`config.mk`:
```
export PLATFORM = sky130hd
export DESIGN_NAME = regfile_port_arbiter
export DESIGN_NICKNAME = d
export VERILOG_FILES = /design/src/rtl/regfile_port_arbiter.sv
export SDC_FILE = /design/constraint.sdc
export NUM_CORES = 1
export LEC_CHECK = 0
export ABC_AREA = 1
export BUFFER_PORTS_ARGS = -buffer_cell sky130_fd_sc_hd__buf_2
export CAP_MARGIN = 20
export CORE_MARGIN = 3
export CORE_UTILIZATION = 42
export DETAILED_ROUTE_END_ITERATION = 12
export HOLD_SLACK_MARGIN = 0.15
export PLACE_DENSITY = 0.87
export SETUP_SLACK_MARGIN = 0.3
export SLEW_MARGIN = 20
export SYNTH_ARGS = -nofsm -noshare
export SYNTH_HDL_FRONTEND = slang
export SYNTH_SLANG_ARGS = --single-unit
```
`constraint.sdc`:
```
create_clock -name clk -period 1.2 [get_ports clk]
set_input_delay 0.12 -clock clk [delete_from_list [all_inputs] [get_ports clk]]
set_output_delay 0.12 -clock clk [all_outputs]
set_load 0.005 [all_outputs]
```
`src/rtl/regfile_port_arbiter.sv`:
```
// -----------------------------------------------------------------------------
// regfile_port_arbiter
//
// Shares one dual-read/single-write register file between two requesters:
// A (datapath sequencer) and B (debug/DMA unit). When both are waiting, the
// requester that was not served last wins. Each operation drives the file pins
// for exactly one cycle (ISSUE). The operation is then acknowledged with a
// one-cycle ACK pulse (COMPLETE). Sustained throughput is one operation every
// three cycles.
//
// Ports
//   clk, rst_n                     clock (rising edge), async active-low reset
//   req_x, we_x                    request (held until ack_x), 1 = write / 0 = read
//   raddr1_x, raddr2_x, waddr_x    read/write register addresses
//   wdata_x                        write data
//   ack_x                          one-cycle completion pulse
//   rdata1_x, rdata2_x             read results; valid with ack_x and held until
//                                  the next read by the same requester
//   rf_read, rf_write              register file strobes (never both 1)
//   rf_addr_r1/r2/w, rf_data_w     register file address/data pins
//   rf_data_r1/r2                  register file read data (only meaningful
//                                  while rf_read is 1)
//   busy                           1 whenever an operation is in flight
// All outputs are registered.
// -----------------------------------------------------------------------------
module regfile_port_arbiter #(
    parameter int DATA_WIDTH  = 32,
    parameter int ADDR_WIDTH  = 5,
    parameter bit ZERO_REG_RO = 1'b1
) (
    input  logic                  clk,
    input  logic                  rst_n,

    input  logic                  req_a,
    input  logic                  we_a,
    input  logic [ADDR_WIDTH-1:0] raddr1_a,
    input  logic [ADDR_WIDTH-1:0] raddr2_a,
    input  logic [ADDR_WIDTH-1:0] waddr_a,
    input  logic [DATA_WIDTH-1:0] wdata_a,
    output logic                  ack_a,
    output logic [DATA_WIDTH-1:0] rdata1_a,
    output logic [DATA_WIDTH-1:0] rdata2_a,

    input  logic                  req_b,
    input  logic                  we_b,
    input  logic [ADDR_WIDTH-1:0] raddr1_b,
    input  logic [ADDR_WIDTH-1:0] raddr2_b,
    input  logic [ADDR_WIDTH-1:0] waddr_b,
    input  logic [DATA_WIDTH-1:0] wdata_b,
    output logic                  ack_b,
    output logic [DATA_WIDTH-1:0] rdata1_b,
    output logic [DATA_WIDTH-1:0] rdata2_b,

    output logic                  rf_read,
    output logic                  rf_write,
    output logic [ADDR_WIDTH-1:0] rf_addr_r1,
    output logic [ADDR_WIDTH-1:0] rf_addr_r2,
    output logic [ADDR_WIDTH-1:0] rf_addr_w,
    output logic [DATA_WIDTH-1:0] rf_data_w,
    input  logic [DATA_WIDTH-1:0] rf_data_r1,
    input  logic [DATA_WIDTH-1:0] rf_data_r2,

    output logic                  busy
);

    typedef enum logic [1:0] {
        IDLE     = 2'd0,
        ISSUE    = 2'd1,
        COMPLETE = 2'd2
    } state_t;

    state_t state, state_d;

    // 1 = B was granted most recently. During ISSUE/COMPLETE this also names
    // the requester that owns the operation in flight.
    logic last_grant_b, last_grant_b_d;

    // Requester selection and its operation fields.
    logic                  sel_b;
    logic                  sel_we;
    logic [ADDR_WIDTH-1:0] sel_r1, sel_r2, sel_wa;
    logic [DATA_WIDTH-1:0] sel_wd;

    // With both requesting, serve the one not served last; otherwise the lone one.
    assign sel_b  = req_b && (!req_a || !last_grant_b);
    assign sel_we = sel_b ? we_b     : we_a;
    assign sel_r1 = sel_b ? raddr1_b : raddr1_a;
    assign sel_r2 = sel_b ? raddr2_b : raddr2_a;
    assign sel_wa = sel_b ? waddr_b  : waddr_a;
    assign sel_wd = sel_b ? wdata_b  : wdata_a;

    // Next values of the registered outputs.
    logic                  ack_a_d, ack_b_d, busy_d;
    logic                  rf_read_d, rf_write_d;
    logic [ADDR_WIDTH-1:0] rf_addr_r1_d, rf_addr_r2_d, rf_addr_w_d;
    logic [DATA_WIDTH-1:0] rf_data_w_d;
    logic [DATA_WIDTH-1:0] rdata1_a_d, rdata2_a_d, rdata1_b_d, rdata2_b_d;

    always_comb begin
        // NOTE: every signal gets a default before the case so no path can
        // leave one unassigned and infer a latch.
        state_d        = state;
        last_grant_b_d = last_grant_b;
        ack_a_d        = 1'b0;
        ack_b_d        = 1'b0;
        rf_read_d      = 1'b0;
        rf_write_d     = 1'b0;
        rf_addr_r1_d   = '0;
        rf_addr_r2_d   = '0;
        rf_addr_w_d    = '0;
        rf_data_w_d    = '0;
        rdata1_a_d     = rdata1_a;
        rdata2_a_d     = rdata2_a;
        rdata1_b_d     = rdata1_b;
        rdata2_b_d     = rdata2_b;

        unique case (state)
            IDLE: begin
                if (req_a || req_b) begin
                    state_d        = ISSUE;
                    last_grant_b_d = sel_b;
                    rf_read_d      = !sel_we;
                    // A write to r0 is still acknowledged but never reaches the file.
                    rf_write_d     = sel_we && !(ZERO_REG_RO && (sel_wa == '0));
                    rf_addr_r1_d   = sel_r1;
                    rf_addr_r2_d   = sel_r2;
                    rf_addr_w_d    = sel_wa;
                    rf_data_w_d    = sel_wd;
                end
            end
            ISSUE: begin
                state_d = COMPLETE;
                // The file only drives its read bus while rf_read is high.
                if (rf_read) begin
                    if (last_grant_b) begin
                        rdata1_b_d = rf_data_r1;
                        rdata2_b_d = rf_data_r2;
                    end else begin
                        rdata1_a_d = rf_data_r1;
                        rdata2_a_d = rf_data_r2;
                    end
                end
                ack_a_d = !last_grant_b;
                ack_b_d = last_grant_b;
            end
            COMPLETE: state_d = IDLE;
            default:  state_d = IDLE;
        endcase

        busy_d = (state_d != IDLE);
    end

    // NOTE: sequential state uses non-blocking assignments so every flop
    // samples pre-edge values regardless of block ordering.
    always_ff @(posedge clk or negedge rst_n) begin
        if (!rst_n) begin
            state        <= IDLE;
            last_grant_b <= 1'b1;
        end else begin
            state        <= state_d;
            last_grant_b <= last_grant_b_d;
        end
    end

    always_ff @(posedge clk or negedge rst_n) begin
        if (!rst_n) begin
            ack_a      <= 1'b0;
            ack_b      <= 1'b0;
            busy       <= 1'b0;
            rf_read    <= 1'b0;
            rf_write   <= 1'b0;
            rf_addr_r1 <= '0;
            rf_addr_r2 <= '0;
            rf_addr_w  <= '0;
            rf_data_w  <= '0;
            rdata1_a   <= '0;
            rdata2_a   <= '0;
            rdata1_b   <= '0;
            rdata2_b   <= '0;
        end else begin
            ack_a      <= ack_a_d;
            ack_b      <= ack_b_d;
            busy       <= busy_d;
            rf_read    <= rf_read_d;
            rf_write   <= rf_write_d;
            rf_addr_r1 <= rf_addr_r1_d;
            rf_addr_r2 <= rf_addr_r2_d;
            rf_addr_w  <= rf_addr_w_d;
            rf_data_w  <= rf_data_w_d;
            rdata1_a   <= rdata1_a_d;
            rdata2_a   <= rdata2_a_d;
            rdata1_b   <= rdata1_b_d;
            rdata2_b   <= rdata2_b_d;
        end
    end

endmodule
```
# After elaboration in Yosys (flattened, before gate mapping)
# Cells that the tools add are included.
# op_classes
add_sub_neg	0
mul	0
div	0
order_cmp	0
n_eq_ne	1
n_shift	0
muxes	21
bitwise	1
n_reduce_logical	14
# ops
operator	count
$mux 32	3
$mux 5	9
$mux 1	7
$reduce_and 3->1	2
$logic_not 5->1	1
$logic_not 1->1	4
$pmux 2 s2	1
$eq 2x1->1 const B	1
$logic_and 1x1->1	2
$logic_not 2->1	1
$logic_or 1x1->1	2
$mux 2	1
$reduce_and 2->1	1
$reduce_bool 2->1	1
$not 1->1	1
# totals
reg_bits	183
latch_bits	0
mem_bits_rw	0
mem_bits_ro	0
input_bits	164
out_inout_bits	180
wordCells	52
n_memories	0

# Logic depth before layout (Yosys ltp)
# Gate-level depths: netlist (run 1).
# depth
ltp_word	9
ltp_mapped	9
ltp_nobuf	7

# Worst setup path before layout (run 1)
# No wires, ideal clock.
# synth_timing
kind	reg-to-reg
startpoint	register last_grant_b
endpoint	register rf_write
setup_time_ns	0.115
arrival_time_ns	1.181
t_required_ns	1.085
slack_ns	-0.096
path_stages_with_launch	9
path_buffers	1
period_less_slack_ns	1.296
cell_sequence	dfstp_2 -> nand2_2 -> nand2_4 -> buf_6 -> nand2_1 -> o21ai_0 -> nand2_1 -> nor2_1 -> nor2_1
# synth_between
elab_chain_cells	9
word_cells_on_any_way	10
classes_between	4 x mux; 6 x reduce/logical
# synth_rtl
element	line	text
start: declaration	76	logic last_grant_b, last_grant_b_d;
start signal: assignment	161	last_grant_b <= last_grant_b_d;
$logic_not 1->1 *	85	assign sel_b = req_b && (!req_a || !last_grant_b);
$logic_or 1x1->1 *	85	
$logic_and 1x1->1 *	85	
$mux 5	89	assign sel_wa = sel_b ? waddr_b : waddr_a;
$logic_not 5->1	124	rf_write_d = sel_we && !(ZERO_REG_RO && (sel_wa == '0));
$logic_not 1->1	124	
$logic_and 1x1->1 *	124	
$mux 1 *	119	if (req_a || req_b) begin
$mux 1 *	117	unique case (state)
named net rf_write_d	94	logic rf_read_d, rf_write_d;
end signal: assignment	185	rf_write <= rf_write_d;
end: declaration	55	output logic rf_write,
# Mark *: on every way through the listed nets, which the timed path passes. The rest lies on a longest branch.
# A chain may end at the register's enable or synchronous reset.

# Final worst setup path (run 1)
# layout_timing
startpoint	register last_grant_b
endpoint	register rf_data_w[15]
# layout_between
elab_chain_cells	6
# layout_rtl
element	line	text
$logic_not 1->1	85	
$logic_or 1x1->1	85	
$logic_and 1x1->1	85	
$mux 32	90	assign sel_wd = sel_b ? wdata_b : wdata_a;
$mux 32	119	
$mux 32	117	
named net rf_data_w_d[15]	96	logic [DATA_WIDTH-1:0] rf_data_w_d;
end signal: assignment	189	rf_data_w <= rf_data_w_d;
end: declaration	59	output logic [DATA_WIDTH-1:0] rf_data_w,
# The timed path passes the listed nets, and every way through them passes these cells.

==> run_results.csv, run 1 <==
group,metric,value,unit
grt,grt_max_degree,65,
floorplanning,dieArea,0.0196,mm²
finish,instances_no_fill,1607,
placed_design,gp_congestion,0.862,
drt,wirelength,35400,µm
hold_path,hold_path.class,"in -> async",
pwr,max-vdd-ir-drop,1.43,mV
synthesis,synth_area_leaders,"dfrtp_1, o21ai_2, nand2_1",
setup_path,r2r_setup_slack,-360,ps
cts,clk_path_buf_depth,2,
setup_path,r2r_cells,7,
sta,fin_hold_ws,109,ps
setup_path,critical_path_class,"reg -> reg",
sta,finClkSkew,8.62,ps
sta,timing.final.hold_violations,0,
pwr,switching_power,0.0122,W
cts,clk_pin_slew_worst_paths,80,ps
placed_design,place_inst,1294,
cts,cts_root_buf,"clkbuf_16",
finish,area_growth,82.1,%
pwr,seqPwrFrac,33.8,%
setup_path,worstPathMaxFanout,8,
synthesis,synthesis.nets,886,
setup_path,required,1520,ps
sta,setup_slack,-356,ps
cts,insertion_delay,420,ps
drt,wire_per_inst,22.0,µm
floorplanning,io_pins,344,
pwr,cellPowerDensity,2350,mW/mm²
pwr,p_leak,7.11,nW
finish,finalNetCount,1528,
grt,overflow,0,
cts,cts_tree,"built",
synthesis,synth_area,0.00754,mm²
placed_design,dp_hpwl,15800,µm
sta,fmax,0.643,GHz
floorplanning,die_x,140,µm
sta,tightest_slew,363,ps
grt,grt_use_total,32.5,%
drt,ant_nets,0,
finish,layout-drive-gt1-share,60.4,%
finish,layout_common_cells,"buf_2, dfrtp_1, dlygate4sd3_1",
synthesis,synth_warnings,0,
floorplanning,start_util,43.3,%
sta,fin_crit_sh,130,%
sta,drv_slew,0,
floorplanning,rows,48,
synthesis,ys_seq_area_share,60.7,%
sta,fin_tns_setup,-30630,ps
cts,cts_buffers,17,
sta,final.min_clock_period,1560,ps
synthesis,synth_area_per_cell,10.4,µm²
sta,rsz0062_at_grt,"yes",
synthesis,netlist_instances,722,
run,maxCapViolCount,0,
grt,grt_pass1_wl,50100,µm
pwr,p_int,0.0201,W
drt,vias_per_cell,5.33,
synthesis,synth_top_area_share,60.4,%
floorplanning,core_area,0.0174,mm²
setup_path,endpoint_kind,"flip-flop",
drt,vias,8563,
setup_path,arrival,1880,ps
synthesis,ys_types,21,
drt,drtPass1Iterations,4,
floorplanning,dieHeight,140,µm
pwr,p_sw_share,37.8,%
placed_design,port_buffers,343,
drt,drt-initial-drc-count,508,
synthesis,ys_seq_elements,183,
cts,cts_hold_buf,160,
cts,h-tree-depth,4,
outcome,status,"finished, violations left",
synthesis,synth.largest_area_cell,"dfrtp_1",
outcome,violations,"negative setup slack",
grt,grt_pass1_vias,9201,
pwr,combinationalPowerShare,48.4,%
finish,final_common_cell,"buf_2",
cts,numClockSinks,183,
finish,fillers,883,
setup_path,cp-start-kind,"flip-flop",
sta,finalSetupViolCount,180,
drt,drc,0,
pwr,clock_power_share,17.8,%
sta,slew_headroom,75.8,%
grt,antenna_found_initial,4,
## synthesized netlist by cell type
cell type,count
a21oi_1,1
buf_2,9
buf_4,1
buf_6,27
clkbuf_1,3
clkbuf_2,1
dfrtp_1,182
dfstp_2,1
inv_1,73
inv_2,3
nand2_1,145
nand2_2,3
nand2_4,1
nand3_1,3
nand3b_1,1
nor2_1,91
nor2_4,4
o21ai_0,43
o21ai_1,9
o21ai_2,120
or2_1,1
## path summary, 6_finish.rpt
kind,end,startpoint
setup / recovery,rf_data_w[15]$_DFF_PN0_,last_grant_b$_DFFE_PN1P_
hold / removal,rf_data_w[2]$_DFF_PN0_,rst_n
setup reg to reg,rf_data_w[15]$_DFF_PN0_,last_grant_b$_DFFE_PN1P_
hold reg to reg,state[1]$_DFF_PN0_,state[1]$_DFF_PN0_
max in group asynchronous,rdata1_b[21]$_DFFE_PN0P_,rst_n
min in group clk,rf_addr_w[4]$_DFF_PN0_,waddr_b[4]
## power by group through the flow
stage / Clock, W / Combinational [W] / Sequential (W)
final: 0.00575 / 0.0157 / 0.0109
after global routing: 0.00607 / 0.0166 / 0.0111
after detailed placement: 0 / 0.00981 / 0.0108
after floorplan: 0 / 0.00498 / 0.0110
after CTS: 0.00576 / 0.0134 / 0.0105
after global placement: 0 / 0.00945 / 0.0107
## worst max-delay path, cell delays in order, from the launching register on
cell     delay (ps)
dfstp_2         580
nand2_4         100
nand2_8         140
buf_12          130
buf_12          100
buf_16          130
o21ai_1          70
nor2_1          210
## layout make-up
| cell class | count | area, µm² | area share (%) |
|---|---|---|---|
| flip-flops and latches | 183 | 4580 | 33.4 |
| repair buffers | 663 | 5010 | 36.5 |
| inverters | 76 | 295 | 2.15 |
| well taps | 225 | 282 | 2.05 |
| clock inverters | 14 | 150 | 1.09 |
| multi-input cells | 423 | 2960 | 21.6 |
| clock buffers | 18 | 439 | 3.20 |
| diodes | 5 | 12.5 | 0.0911 |
## routing by layer
layer	vias up	share of wire, %	global-route usage (%)
li1	3568	-	-
met1	4143	33	34.6
met2	644	50	58.1
met3	208	9.6	9.53
met4	0	6.8	17.3
met5	-	0	0
## registers in the layout, summed over array words and instances (netlist names), 2 cells and up
signal,cells
rdata2_a,32
rf_addr_r2,5
rdata1_a,32
rf_addr_w,5
rf_data_w,32
rdata2_b,32
state,2
rf_addr_r1,5
rdata1_b,32
## logic make-up (layout without fill, tap and decap cells)
kind of cell / Yosys count / after routing / share of synthesized area, %
other: 0 / 5 / 0
flip-flops: 183 / 183 / 60.7
AND/OR/NAND/NOR: 249 / 250 / 13.1
buffers and inverters: 117 / 771 / 8.72
AO/OA/AOI/OAI: 173 / 173 / 17.4
## metrics by stage
| stage | total power (W) | setup slack [ps] | cell area [µm²] | util (%) |
|---|---|---|---|---|
| detailed placement | 0.0206 | -193 | 9920 | 57.0 |
| global route | 0.0338 | -387 | 13700 | 78.9 |
| global placement | 0.0202 | -165 | 9920 | 57.0 |
| finish | 0.0323 | -356 | 13700 | 78.9 |
| CTS | 0.0296 | -180 | 13200 | 76.0 |
| floorplan | 0.0160 | -75.5 | 7840 | - |
## what timing repair did
| action | CTS | global route |
|---|---|---|
| gates cloned | 6 | 4 |
| endpoints found under the hold margin | 360 | 12 |
| pin swaps | 16 | 32 |
| gates resized for setup | 71 | 123 |
| buffers inserted | 99 | 7 |
| setup endpoints to repair | 361 | 361 |
Power figures use the tool's default switching activity.
==> run 2, diff against run 1 <==
- ABC_AREA: 1 -> not set
==> run_results.csv, run 2 <==
group,metric,value,unit
drt,ant_nets,0,
cts,clk_path_buf_depth,2,
setup_path,crit_cells,7,
synthesis,synth.largest_area_cell,"dfrtp_1",
setup_path,worstPathMaxFanout,8,
drt,drtPass1Iterations,5,
setup_path,cp-startpoint,"last_grant_b$_DFFE_PN1P_",
floorplanning,io_pins,344,
synthesis,async_reset_ff_share,100,%
setup_path,crit_chain,"buf_6 -> buf_6 -> a21boi_4 -> buf_12 -> buf_12 -> o211ai_1 -> a21oi_1",
synthesis,netlist_instances,501,
setup_path,r2r_cells,7,
cts,clk_pin_slew_worst_paths,90,ps
finish,final_common_cell,"buf_2",
placed_design,dpl_cell_area,0.00946,mm²
sta,fin_crit_sh,135,%
sta,final.min_clock_period,1620,ps
synthesis,synthXorXnorAreaFrac,0,%
finish,multi_input_area,0.00325,mm²
hold_path,hold_path.class,"in -> async",
placed_design,place_inst,1068,
synthesis,synth_mux_area_share,23.2,%
finish,layout-drive-gt1-share,67.4,%
floorplanning,die_x,137,µm
finish,instances_no_fill,1356,
sta,finalSetupViolCount,178,
cts,h-tree-depth,4,
cts,cts_root_buf,"clkbuf_16",
grt,grt_use_met2,51.6,%
pwr,p_leak,6.85,nW
grt,overflow,0,
synthesis,ys_types,24,
drt,vias_per_cell,5.29,
synthesis,synth_area_leaders,"dfrtp_1, mux2_4, mux2_2",
synthesis,ys.flop_type,"dfrtp_1",
sta,rsz0062_at_grt,"yes",
setup_path,arrival,1950,ps
synthesis,synth_top_cells_by_count,"dfrtp_1, nand2_1, mux2_2",
setup_path,crit_buf_inv,4,
setup_path,crit_family,"compound AO/OA/AOI/OAI gates",
synthesis,yosys.cell_count.top_type,"dfrtp_1",
finish,final_area,0.0136,mm²
drt,drc,0,
synthesis,ys_seq_elements,183,
synthesis,synth-simple-area-share,6.09,%
finish,fillers,797,
cts,cts_tree,"built",
synthesis,synth_edf_count,0,
setup_path,endpoint_kind,"flip-flop",
outcome,violations,"negative setup slack",
grt,grt_use_total,29.6,%
synthesis,ys_seq_area_share,63.5,%
cts,numClockSinks,183,
floorplanning,rows,47,
floorplanning,dieArea,0.0188,mm²
sta,tightest_slew,428,ps
finish,regArea,0.00458,mm²
finish,layout_common_cells,"buf_2, dfrtp_1, dlygate4sd3_1",
synthesis,synth_area_per_cell,14.4,µm²
sta,timing.final.hold_violations,0,
finish,finalNetCount,1285,
setup_path,cp-start-kind,"flip-flop",
run,maxCapViolCount,0,
sta,finClkSkew,25.7,ps
setup_path,critPathMaxStageDelay,370,ps
grt,grt_use_met1,31.6,%
placed_design,port_buffers,343,
grt,antenna_found_initial,3,
grt,grt_max_degree,40,
synthesis,synth_top_family_by_area,"multiplexers",
setup_path,critical_path_class,"reg -> reg",
grt,grt_pass1_wl,41900,µm
pwr,max-vdd-ir-drop,1.10,mV
setup_path,cp_slowest_cell,"dfstp_2",
grt,grt_pass1_vias,7578,
floorplanning,start_util,43.2,%
drt,wirelength,33000,µm
synthesis,synthesis.nets,665,
drt,vias,7174,
sta,fin_hold_ws,182,ps
synthesis,synth_area,0.00722,mm²
sta,drv_slew,0,
drt,drt-initial-drc-count,407,
placed_design,gp_congestion,0.812,
setup_path,r2r_start,"last_grant_b$_DFFE_PN1P_",
placed_design,dp_hpwl,14500,µm
synthesis,synth_top_area_share,63.1,%
drt,wire_per_inst,24.3,µm
synthesis,synth_compound_area_share,3.95,%
setup_path,required,1530,ps
cts,cts_buffers,17,
synthesis,synth_adder_area_share,0,%
sta,fmax,0.618,GHz
floorplanning,dieHeight,137,µm
grt,busiest_layer,"met2",
floorplanning,core_area,0.0167,mm²
finish,area_growth,88.1,%
sta,setup_slack,-417,ps
outcome,status,"finished, violations left",
pwr,cellPowerDensity,2140,mW/mm²
placed_design,place_ws,-303,ps
synthesis,synth_warnings,0,
grt,grtUsageMet3,7.98,%
sta,slew_headroom,71.3,%
cts,insertion_delay,430,ps
==> run 2: cell types whose count changed after synthesis, moves of 47 or more <==
cell | previous run | this run
nand2_1 | 145 | 94
inv_1 | 73 | 1
mux2_4 | 0 | 60
mux2_2 | 0 | 69
nor2_1 | 91 | 2
o21ai_2 | 120 | 0
a21oi_1 | 1 | 48
==> run 2: layer usage <==
metal,part of all wire [%],vias to the layer above
li1,-,2964
met1,33,3485
met2,51,539
met3,8.3,186
met4,7.2,0
met5,0,-
==> run 2: repair_timing <==
action	in CTS	in global routing
gates cloned	11	2
setup endpoints to repair	361	361
setup buffers	26	52
hold buffers	163	0
hold endpoints to repair	361	0
pin swaps	86	51
gates resized for setup	183	71
==> run 2: metrics by stage <==
step	utilization, %	total power, W	setup TNS [ps]
2_1_floorplan	-	0.0146	-25880
3_3_place_gp	56.6	0.0186	-36890
3_5_place_dp	56.6	0.0191	-41840
4_1_cts	76.6	0.0263	-45140
5_1_grt	81.3	0.0302	-57540
6_report	81.3	0.0290	-50660
==> run 2: final timing paths <==
kind,slack [ps],endpoint
max,-420,rf_write$_DFF_PN0_
min,180,rdata2_a[22]$_DFFE_PN0P_
max reg2reg,-420,rf_write$_DFF_PN0_
min reg2reg,500,rdata1_b[25]$_DFFE_PN0P_
max in group asynchronous,460,last_grant_b$_DFFE_PN1P_
min in group clk,270,rf_write$_DFF_PN0_
==> run 2: cell type report <==
cell class	count	area share [%]
diodes	3	0.0553
clock buffers	18	3.16
clock inverters	13	0.719
inverters	1	0.0277
multi-input cells	288	23.9
flip-flops and latches	183	33.8
well taps	220	2.03
repair buffers	630	36.3
==> run 2: report_power, final <==
part           total (W)  internal, W  switching [W]
Clock            0.00520      0.00266        0.00253
Combinational     0.0133      0.00771        0.00562
Sequential        0.0105      0.00889        0.00158
==> run 2: cell families (layout without fill, tap and decap cells) <==
group,after synthesis,in the layout
DFF,183,183
muxes,129,129
and+or+nand+nor,105,105
AOI/OAI and AO/OA,54,54
buffers and inverters,30,662
other,0,3
==> run 3, diff against run 2 <==
- CORE_ASPECT_RATIO: not set -> 1.1
==> run_results.csv, run 3 (synthesis results as in run 2) <==
group,metric,value,unit
pwr,max-vdd-ir-drop,1.06,mV
cts,clk_path_buf_depth,2,
drt,wire_per_inst,24.1,µm
finish,area_growth,88.5,%
placed_design,port_buffers,343,
finish,final_common_cell,"buf_2",
grt,antenna_found_initial,5,
cts,clk_pin_slew_worst_paths,80,ps
setup_path,crit_family,"flip-flops",
cts,cts_buffers,17,
grt,grt_pass1_vias,7583,
grt,grt_use_total,29.3,%
setup_path,cp_slowest_cell,"dfstp_2",
placed_design,dp_hpwl,14600,µm
finish,layout_common_cells,"buf_2, dfrtp_1, dlygate4sd3_1",
floorplanning,io_pins,344,
pwr,p_leak,6.84,nW
drt,drc,0,
pwr,cellPowerDensity,2170,mW/mm²
setup_path,worstPathMaxFanout,7,
drt,wirelength,33000,µm
pwr,p_int,0.0198,W
outcome,violations,"negative setup slack",
sta,finClkSkew,17.1,ps
drt,drtPass1Iterations,4,
finish,instances_no_fill,1368,
setup_path,arrival,1900,ps
finish,final_util,81.9,%
sta,tightest_slew,395,ps
setup_path,cp-start-kind,"flip-flop",
floorplanning,dieHeight,143,µm
sta,finalSetupViolCount,180,
cts,cts_root_buf,"clkbuf_16",
setup_path,endpoint_kind,"flip-flop",
sta,fin_crit_sh,130,%
placed_design,place_inst,1074,
sta,setup_slack,-356,ps
setup_path,critPathMaxStageDelay,530,ps
sta,drv_slew,0,
grt,overflow,0,
sta,slew_headroom,73.6,%
drt,vias_per_cell,5.29,
cts,h-tree-depth,4,
pwr,p_sw_share,33.0,%
floorplanning,start_util,43.4,%
hold_path,hold_path.class,"in -> async",
floorplanning,die_x,131,µm
outcome,status,"finished, violations left",
drt,drt-initial-drc-count,327,
grt,grt_max_degree,39,
placed_design,place_ws,-317,ps
pwr,clock_power_share,19.7,%
pwr,combinationalPowerShare,44.6,%
pwr,seqPwrFrac,35.6,%
finish,fillers,730,
floorplanning,rows,49,
cts,cts_tree,"built",
drt,vias,7233,
placed_design,gp_congestion,0.814,
setup_path,required,1540,ps
setup_path,crit_buf_inv,3,
sta,fin_tns_setup,-51770,ps
pwr,switching_power,0.00976,W
run,maxCapViolCount,0,
sta,timing.final.hold_violations,0,
setup_path,crit_chain,"buf_6 -> a21bo_4 -> buf_8 -> buf_6 -> nand2_1 -> a21oi_2",
floorplanning,dieArea,0.0188,mm²
cts,numClockSinks,183,
finish,finalNetCount,1285,
drt,ant_nets,0,
sta,fin_hold_ws,185,ps
sta,rsz0062_at_grt,"yes",
grt,grt_pass1_wl,41600,µm
setup_path,critical_path_class,"reg -> reg",
cts,insertion_delay,420,ps
sta,final.min_clock_period,1560,ps
sta,fmax,0.643,GHz
setup_path,crit_path_frequent_cell,"buf_6",
finish,layout-drive-gt1-share,68.1,%
floorplanning,core_area,0.0166,mm²
==> run 3: per-layer routing <==
| layer | routed length [µm] | part of all wire [%] | global-route usage [%] | vias up |
|---|---|---|---|---|
| li1 | - | - | - | 2959 |
| met1 | 11200 | 34 | 31.5 | 3589 |
| met2 | 16700 | 51 | 51.2 | 508 |
| met3 | 2760 | 8.4 | 7.62 | 177 |
| met4 | 2320 | 7.0 | 18.0 | 0 |
| met5 | 0 | 0 | 0 | - |
==> run 3: power by group through the flow <==
stage               Combinational [W]  Clock [W]  Sequential, W
floorplan                     0.00413          0         0.0104
global placement              0.00824          0         0.0102
detailed placement            0.00859          0         0.0103
CTS                            0.0103    0.00581         0.0103
global route                   0.0138    0.00617         0.0107
finish                         0.0132    0.00583         0.0105
==> run 3: timing repair <==
item / in CTS / in global routing
buffers inserted: 17 / 62
cloned: 7 / 8
resized for setup: 167 / 103
hold endpoints to repair: 361 / 0
endpoints found under the setup margin: 359 / 362
pin swaps: 71 / 65
hold buffers: 163 / 0
==> run 3: final timing paths <==
path,start,to,slack [ps],cells after the start
worst max-delay path,last_grant_b$_DFFE_PN1P_,rf_addr_r2[0]$_DFF_PN0_,-360,6
worst min-delay path,rst_n,rdata2_b[27]$_DFFE_PN0P_,180,2
worst max register to register,last_grant_b$_DFFE_PN1P_,rf_addr_r2[0]$_DFF_PN0_,-360,6
worst min register to register,rdata1_b[18]$_DFFE_PN0P_,rdata1_b[18]$_DFFE_PN0P_,500,1
max in group asynchronous,rst_n,last_grant_b$_DFFE_PN1P_,440,3
min in group clk,waddr_b[4],rf_write$_DFF_PN0_,230,4
==> run 3: through the flow <==
step,power [W],area (µm²)
after floorplan,0.0146,7320
final,0.0295,13600
after CTS,0.0264,12500
after global routing,0.0307,13600
after global placement,0.0184,9370
after detailed placement,0.0189,9370
==> run 3: area by class of cell <==
cell class / instances / area [µm²] / area share [%]
clock buffer: 19 / 433 / 3.18
multi-input combinational: 288 / 3260 / 24.0
timing repair buffer: 630 / 4860 / 35.7
antenna: 6 / 15.0 / 0.110
tap: 229 / 287 / 2.11
clock inverter: 12 / 165 / 1.21
sequential: 183 / 4580 / 33.7
inverter: 1 / 3.75 / 0.0276
